===== src/rtl/dcache_ctrl.sv =====
// Direct-mapped, write-back, write-allocate L1 data cache controller.
// Optional hit/miss/write-back counters are built when DCACHE_STATS_EN is defined.
module dcache_ctrl #(
  parameter int ADDR_W           = 32,
  parameter int BLOCK_BITS       = 128,
  parameter int NUM_SETS         = 16,
  parameter int MEM_BLOCK_ADDR_W = 10
) (
  input  logic                        clock,
  input  logic                        reset,
  input  logic                        cpu_ren,
  input  logic                        cpu_wen,
  input  logic [ADDR_W-1:0]           cpu_addr,
  input  logic [31:0]                 cpu_wdata,
  input  logic [3:0]                  cpu_byte_en,
  output logic [31:0]                 cpu_rdata,
  output logic                        cpu_stall,
  output logic                        mem_ren,
  output logic                        mem_wen,
  output logic [MEM_BLOCK_ADDR_W-1:0] mem_block_addr,
  output logic [BLOCK_BITS-1:0]       mem_din,
  input  logic [BLOCK_BITS-1:0]       mem_dout,
  input  logic                        mem_ready,
  input  logic                        mem_done,
  output logic [31:0]                 stat_hits,
  output logic [31:0]                 stat_misses,
  output logic [31:0]                 stat_writebacks
);
  localparam int OFF_W   = $clog2(BLOCK_BITS / 8);
  localparam int IDX_W   = $clog2(NUM_SETS);
  localparam int TAG_W   = ADDR_W - OFF_W - IDX_W;
  localparam int WORD_W  = OFF_W - 2;
  localparam int BADDR_W = ADDR_W - OFF_W;

  typedef enum logic [2:0] {IDLE, WB, WB_GAP, FILL, FILL_GAP} state_t;
  state_t state, next_state;

  logic [NUM_SETS-1:0]   valid, dirty;
  logic [TAG_W-1:0]      tag_arr  [NUM_SETS];
  logic [BLOCK_BITS-1:0] data_arr [NUM_SETS];

  logic [IDX_W-1:0]            idx;
  logic [TAG_W-1:0]            tag;
  logic [WORD_W-1:0]           word;
  logic [BADDR_W-1:0]          victim_full;
  logic [MEM_BLOCK_ADDR_W-1:0] miss_baddr, victim_baddr;
  logic                        req_rd, req_wr, req, hit, acc_hit;
  logic                        fill_done, wb_done, miss_start;
  logic                        unused;

  assign idx          = cpu_addr[OFF_W +: IDX_W];
  assign tag          = cpu_addr[ADDR_W-1 -: TAG_W];
  assign word         = cpu_addr[OFF_W-1:2];
  assign unused       = ^cpu_addr[1:0];
  assign victim_full  = {tag_arr[idx], idx};
  assign miss_baddr   = MEM_BLOCK_ADDR_W'(cpu_addr[ADDR_W-1:OFF_W]);
  assign victim_baddr = MEM_BLOCK_ADDR_W'(victim_full);

  // Simultaneous load and store is not a request at all.
  assign req_rd     = cpu_ren && !cpu_wen;
  assign req_wr     = cpu_wen && !cpu_ren;
  assign req        = req_rd || req_wr;
  assign hit        = valid[idx] && (tag_arr[idx] == tag);
  assign acc_hit    = (state == IDLE) && req && hit;
  assign fill_done  = (state == FILL) && mem_ready;
  assign wb_done    = (state == WB) && mem_done;
  assign miss_start = (state == IDLE) && (next_state != IDLE);

  always_ff @(posedge clock) begin
    // NOTE: sequential state uses non-blocking assignments so every register samples pre-edge values.
    if (reset) state <= IDLE;
    else       state <= next_state;
  end

  always_comb begin
    next_state = state;
    unique case (state)
      IDLE:     if (req && !hit) next_state = (valid[idx] && dirty[idx]) ? WB : FILL;
      WB:       if (mem_done)    next_state = WB_GAP;
      WB_GAP:                    next_state = FILL;
      FILL:     if (mem_ready)   next_state = FILL_GAP;
      FILL_GAP:                  next_state = IDLE;
      default:                   next_state = IDLE;
    endcase
  end

  always_comb begin
    // NOTE: every output gets a default first so no path through this block infers a latch.
    cpu_stall = 1'b1;
    cpu_rdata = '0;
    if (state == IDLE) begin
      cpu_stall = req && !hit;
      if (req_rd && hit) cpu_rdata = data_arr[idx][32*int'(word) +: 32];
    end
  end

  // Memory request lines are registered copies of the next state, so they drop on the accepting edge.
  always_ff @(posedge clock) begin
    if (reset) begin
      mem_ren        <= 1'b0;
      mem_wen        <= 1'b0;
      mem_block_addr <= '0;
      mem_din        <= '0;
    end else begin
      mem_ren <= (next_state == FILL);
      mem_wen <= (next_state == WB);
      if (miss_start) begin
        mem_block_addr <= (next_state == WB) ? victim_baddr : miss_baddr;
        mem_din        <= data_arr[idx];
      end else if (state == WB_GAP) begin
        mem_block_addr <= miss_baddr;
      end
    end
  end

  always_ff @(posedge clock) begin
    if (reset) begin
      valid <= '0;
      dirty <= '0;
    end else begin
      if (acc_hit && req_wr) dirty[idx] <= 1'b1;
      if (wb_done)           dirty[idx] <= 1'b0;
      if (fill_done) begin
        valid[idx] <= 1'b1;
        dirty[idx] <= 1'b0;
      end
    end
  end

  // NOTE: tag and data arrays are not reset; valid bits alone decide whether their contents mean anything.
  always_ff @(posedge clock) begin
    if (!reset) begin
      if (fill_done) begin
        data_arr[idx] <= mem_dout;
        tag_arr[idx]  <= tag;
      end else if (acc_hit && req_wr) begin
        for (int b = 0; b < 4; b++)
          if (cpu_byte_en[b]) data_arr[idx][32*int'(word) + 8*b +: 8] <= cpu_wdata[8*b +: 8];
      end
    end
  end

`ifndef SYNTHESIS
  always_ff @(posedge clock) begin
    if (!reset && state == IDLE && cpu_ren && cpu_wen)
      $display("dcache_ctrl: error: cpu_ren and cpu_wen both high at %h, request ignored", cpu_addr);
  end
`endif

`ifdef DCACHE_STATS_EN
  always_ff @(posedge clock) begin
    if (reset) begin
      stat_hits       <= '0;
      stat_misses     <= '0;
      stat_writebacks <= '0;
    end else begin
      if (acc_hit && stat_hits != '1)           stat_hits       <= stat_hits + 32'd1;
      if (miss_start && stat_misses != '1)      stat_misses     <= stat_misses + 32'd1;
      if (wb_done && stat_writebacks != '1)     stat_writebacks <= stat_writebacks + 32'd1;
    end
  end
`else
  assign stat_hits       = '0;
  assign stat_misses     = '0;
  assign stat_writebacks = '0;
`endif
endmodule


===== config.mk =====
export PLATFORM = sky130hd
export DESIGN_NAME = dcache_ctrl
export DESIGN_NICKNAME = d
export VERILOG_FILES = /design/src/rtl/dcache_ctrl.sv
export SDC_FILE = /design/constraint.sdc
export NUM_CORES = 2
export LEC_CHECK = 0
export ABC_AREA = 1
export CAP_MARGIN = 25
export CELL_PAD_IN_SITES_DETAIL_PLACEMENT = 2
export CELL_PAD_IN_SITES_GLOBAL_PLACEMENT = 2
export CORE_MARGIN = 5
export CORE_UTILIZATION = 43
export DETAILED_ROUTE_END_ITERATION = 10
export PLACE_DENSITY_LB_ADDON = 0.1
export SYNTH_ARGS = -nofsm -noshare
export SYNTH_HDL_FRONTEND = slang
export SYNTH_SLANG_ARGS = --single-unit

===== constraint.sdc =====
create_clock -name clock -period 4.1 [get_ports clock]
set_input_delay 0.41 -clock clock [delete_from_list [all_inputs] [get_ports clock]]
set_output_delay 0.41 -clock clock [all_outputs]
set_load 0.02 [all_outputs]

Yosys cells after proc, flatten, opt, wreduce, memory -nomap -nowiden
Memories as Yosys holds them, arrays and structs flattened. Cells that the tools add are included.

Add/sub/neg operators: 7. Equal/unequal tests: 6. Mux-type cells: 557. Bitwise operators: 517. Shift operators: 9. Order comparisons: 2. Reductions and logical operators: 20.

Operators with widths (number): $mux 1 (535); $mux 128 (4); $or 1x1->1 (512); $shift 8x33->128 const A (4); $shiftx 8x33->128 (4); $shiftx 128x8->32 (1); $neg 8->33 (3); $mux 16 (5); $mux 32 (2); $neg 7->33 (1); $and 16x16->16 (2); $or 16x16->16 (2); $mux 10 (3); $eq 24x24->1 (1); $add 7x5->8 const B (2); $not 16->16 (1); $logic_and 1x1->1 (13); $pmux 3 s4 (1); $eq 3x2->1 const B (3); $mux 3 (3); $add 7x4->8 const B (1); $bmux 1 s4 (2); $eq 3x1->1 const B (2); $lt 4x5->1 const B (1); 8 further kinds (10).

RAM bits: 2432. Memories: 2. Register bits after elaboration: 175. Word-level logic and storage cells: 1127. Output and inout bits: 269.

Memories: data_arr (words 16, width 128, read ports 1, clocked after memory_dff 0, wr ports 1, line 40) `logic [BLOCK_BITS-1:0] data_arr [NUM_SETS];`; tag_arr (words 16, width 24, read ports 1, clocked after memory_dff 0, wr ports 1, line 39) `logic [TAG_W-1:0] tag_arr [NUM_SETS];`.

Depth between registers and ports, before layout
Word-level depth: 14. Mapped depth: 26. Gate-level depth less buffers: 22.

Least setup slack after synthesis
No wires, ideal clock.

Path kind: input port to flip-flop. Start: input cpu_addr[6]. End: memory tag_arr[0][0] in the netlist's numbering, enable pin. Slack: 482 ps. Data arrival time: 3213 ps. Required time: 3695 ps. Stages: 9. Cell sequence: nor2_1 -> clkbuf_1 -> inv_1 -> clkbuf_1 -> clkbuf_1 -> nor2_1 -> clkinv_1 -> clkbuf_1 -> nor2_1.

RTL lines: start: declaration (line 13) `input logic [ADDR_W-1:0] cpu_addr,`; end: declaration (line 39).

Straight into the memory's write port.

Worst setup path after layout
Start: input cpu_addr[6]. End: output cpu_rdata[16].

Word-level cells in the longest chain between the ends: 6.

RTL lines: branches (longest 4 deep; another with $mem_v2 16x128); $mux 32 * (line 93) `if (req_rd && hit) cpu_rdata = data_arr[idx][32*int'(word) +: 32];`; $mux 32 * (line 91) `if (state == IDLE) begin`; end: declaration (line 16) `output logic [31:0] cpu_rdata,`.

Mark *: on every way between the ends. The select of a mux whose other input is x is not followed.

==> results.json <==
{
  "yosys_warnings": 0,
  "yosysTopAreaCellShare_pct": 71.4,
  "wire_per_inst_um": 38.4,
  "nets": 9191,
  "wirelength_mm": 475,
  "setup_viol": 2,
  "die_h_um": 498,
  "place_area_mm2": 0.119,
  "ys_seq_elements": 2607,
  "cts_sinks": 2607,
  "async_flop_share_pct": 0,
  "sw_frac_of_total_pct": 25.4,
  "setup_ws_ps": -55.3,
  "peakVddDrop_mv": 0.375,
  "initial_utilization_pct": 43.1,
  "syn_area_mm2": 0.102,
  "syn-instance-count": 7683,
  "p_leak_nw": 45.2,
  "path_max_fanout": 14,
  "dr_total_vias": 78900,
  "required_ps": 3690,
  "synth_edf_count": 2432,
  "antenna_found_initial": 41,
  "power.switching_mw": 15.7,
  "drc": 0,
  "worst_slew_pin_slew_ps": 1150,
  "cp-start-kind": "input pin",
  "track_usage_pct": 37.1,
  "whs_ps": 214,
  "path_clk_slew_ps": 50,
  "htreeDepth": 5,
  "port_buffers": 372,
  "grt-ovfl-total": 0,
  "yosys-top-cells-area": "edfxtp_1 (71%), a22oi_1 (7.5%), nand2_1 (5.7%)",
  "cts_tree": "yes",
  "grt_max_degree": 121,
  "violations": "setup timing",
  "cp_common_cell": "buf_4",
  "drtIter0Drc": 10200,
  "final_area_mm2": 0.129,
  "finalMaxSlewViolations": 0,
  "cp_slowest_cell": "nor4_2",
  "synthMostInstantiatedCell": "edfxtp_1",
  "hold_class": "input pin to register",
  "die_w_um": 498,
  "synth_cell_types": 37,
  "netlist_top_cells_count": "edfxtp_1 (2432), nand2_1 (1551), a22oi_1 (1024)",
  "place_hpwl_mm": 311,
  "combPwrFrac_pct": 10.4,
  "report.final.hold_viol_count": 0,
  "insertion_delay_ps": 960,
  "power.share.clock_pct": 41.7,
  "rows": 179,
  "p_per_area_mw_per_mm2": 478,
  "fmax_ghz": 0.241,
  "worst_clock_skew_ps": 61.7,
  "seq_area_frac_synth_pct": 74.8,
  "die_area_mm2": 0.248,
  "synthToLayoutAreaGrowth_pct": 26.3,
  "worst_ep_arrival_time_ps": 3750,
  "cts_buffers": 298,
  "io-pin-count": 471,
  "synth_area_leader_cell": "edfxtp_1",
  "status": "complete, but fails checks",
  "crit_chain": "clkdlybuf4s50_1 > buf_4 > nor2_4 > buf_4 > inv_6 > buf_12 > buf_4 > buf_4 > a21oi_1 > nor4_2 > nand2_1 > nand3_1 > a21oi_1 > buf_4",
  "root_buffer": "clkbuf_16",
  "routed_via_density": 6.38,
  "grt_pass1_vias": 84200,
  "routabilityCongestion": 0.879,
  "p_int_mw": 46.0,
  "synth-main-ff-cell": "edfxtp_1",
  "min_period_over_period_pct": 101,
  "period_needed_ps": 4160,
  "cts_buffer_depth": 4,
  "drive_gt1_share_pct": 19.5,
  "syn_area_per_cell_um2": 13.3,
  "power_mw": 61.7,
  "critPathMaxStageDelay_ps": 800,
  "cap_violations": 0,
  "share_seq_of_total_power_pct": 47.8,
  "rsz0062_at_grt": "true",
  "dr.pass1.iters": 6,
  "end_kind": "output port",
  "coreArea_mm2": 0.237,
  "ant_nets": 0,
  "slew_headroom_pct": 23.7,
  "path_class": "input pin to output port",
  "grt_pass1_wl_mm": 661
}
==> kinds of logic after synthesis <==
kind of cell	count (synthesis)	share of synthesized area (%)
flip-flops	2607	74.8
AND/OR/NAND/NOR	2114	8.51
AO/OA/AOI/OAI	2212	13.4
buffers and inverters	741	3.19
other	1	0.00366
adder cells (fa/ha/maj)	8	0.0978
==> area by class of cell <==
cell class,instances,area [µm²]
sequential,2607,76500
timing repair buffer,1531,15500
antenna,22,55.1
tap,3167,3960
inverter,113,467
clock buffer,394,8150
clock inverter,114,800
fill,21800,108000
multi-input combinational,4430,23800
==> path summary, 6_finish.rpt <==
path	depth (start not counted)	start	to	slack, ps
worst max-delay path	14	cpu_addr[6]	cpu_rdata[16]	-60
worst min-delay path	4	cpu_addr[5]	mem_block_addr[1]	210
worst max register to register	22	tag_arr[7][18]	data_arr[8][52]	200
worst min register to register	2	dirty[0]	dirty[0]	470
==> repair_timing <==
item | 4_1_cts | 5_1_grt
pin swaps | 5 | 61
endpoints found under the setup margin | 32 | 31
setup buffers | 3 | 17
gates cloned | 0 | 2
hold buffers | 1 | 0
gates resized for setup | 80 | 146
endpoints found under the hold margin | 1 | 0
==> worst max-delay path: cells and delay by family <==
kind                   cells  cell delay, ps
AND/OR/NAND/NOR            4            1110
AO/OA/AOI/OAI              2             170
buffers and inverters      8            1990
==> registers in the layout, summed over array words and instances, names as in the netlist, named ones only <==
name and cells:
data_arr 2048, tag_arr 384, mem_din 128, valid 16, dirty 15, mem_block_addr 10, state 3, mem_ren 1
mem_wen 1
==> layer usage <==
| layer | track usage, % | vias up | part of all wire, % | routed length, µm |
|---|---|---|---|---|
| li1 | - | 31400 | - | - |
| met1 | 46.3 | 41500 | 37 | 174000 |
| met2 | 60.5 | 4755 | 48 | 228000 |
| met3 | 6.84 | 1288 | 8.2 | 39200 |
| met4 | 22.2 | 22 | 7.0 | 33200 |
| met5 | 0 | - | 0.032 | 150 |
==> power groups by stage <==
stage                     logic [mW]  registers (mW)  clock network (mW)
after global placement          5.78            30.1                   0
after floorplan                 2.14            30.3                   0
after detailed placement        6.06            30.1                   0
after CTS                       6.23            29.5                26.0
final                           6.43            29.5                25.8
after global routing            6.59            29.5                27.2
==> cells in the final DEF, fill, tap and decap left out, drive strengths merged, types with 12 or more instances in the layout <==
cell	n
a22oi	1024
nor4	107
edfxtp	2432
diode	22
o211ai	21
clkinv	99
conb	96
nor2	281
nand4	26
o22ai	12
clkdlybuf4s50	335
nand2	1551
clkbuf	406
buf	1179
o21ai	208
or4	21
inv	117
dfxtp	175
a21oi	937
nand3	115
==> metrics by stage <==
step / std cells / worst slack, ps / utilization [%] / TNS (ps)
finish: 12400 / -55.3 / 54.4 / -109
global route: 12400 / -113 / 54.4 / -1280
CTS: 12300 / -122 / 54.2 / -136
detailed placement: 11800 / -559 / 50.3 / -604750
global placement: 11800 / -474 / 50.2 / -53780
floorplan: 7778 / 482 / - / 0
(Power assumes the default switching activity.)
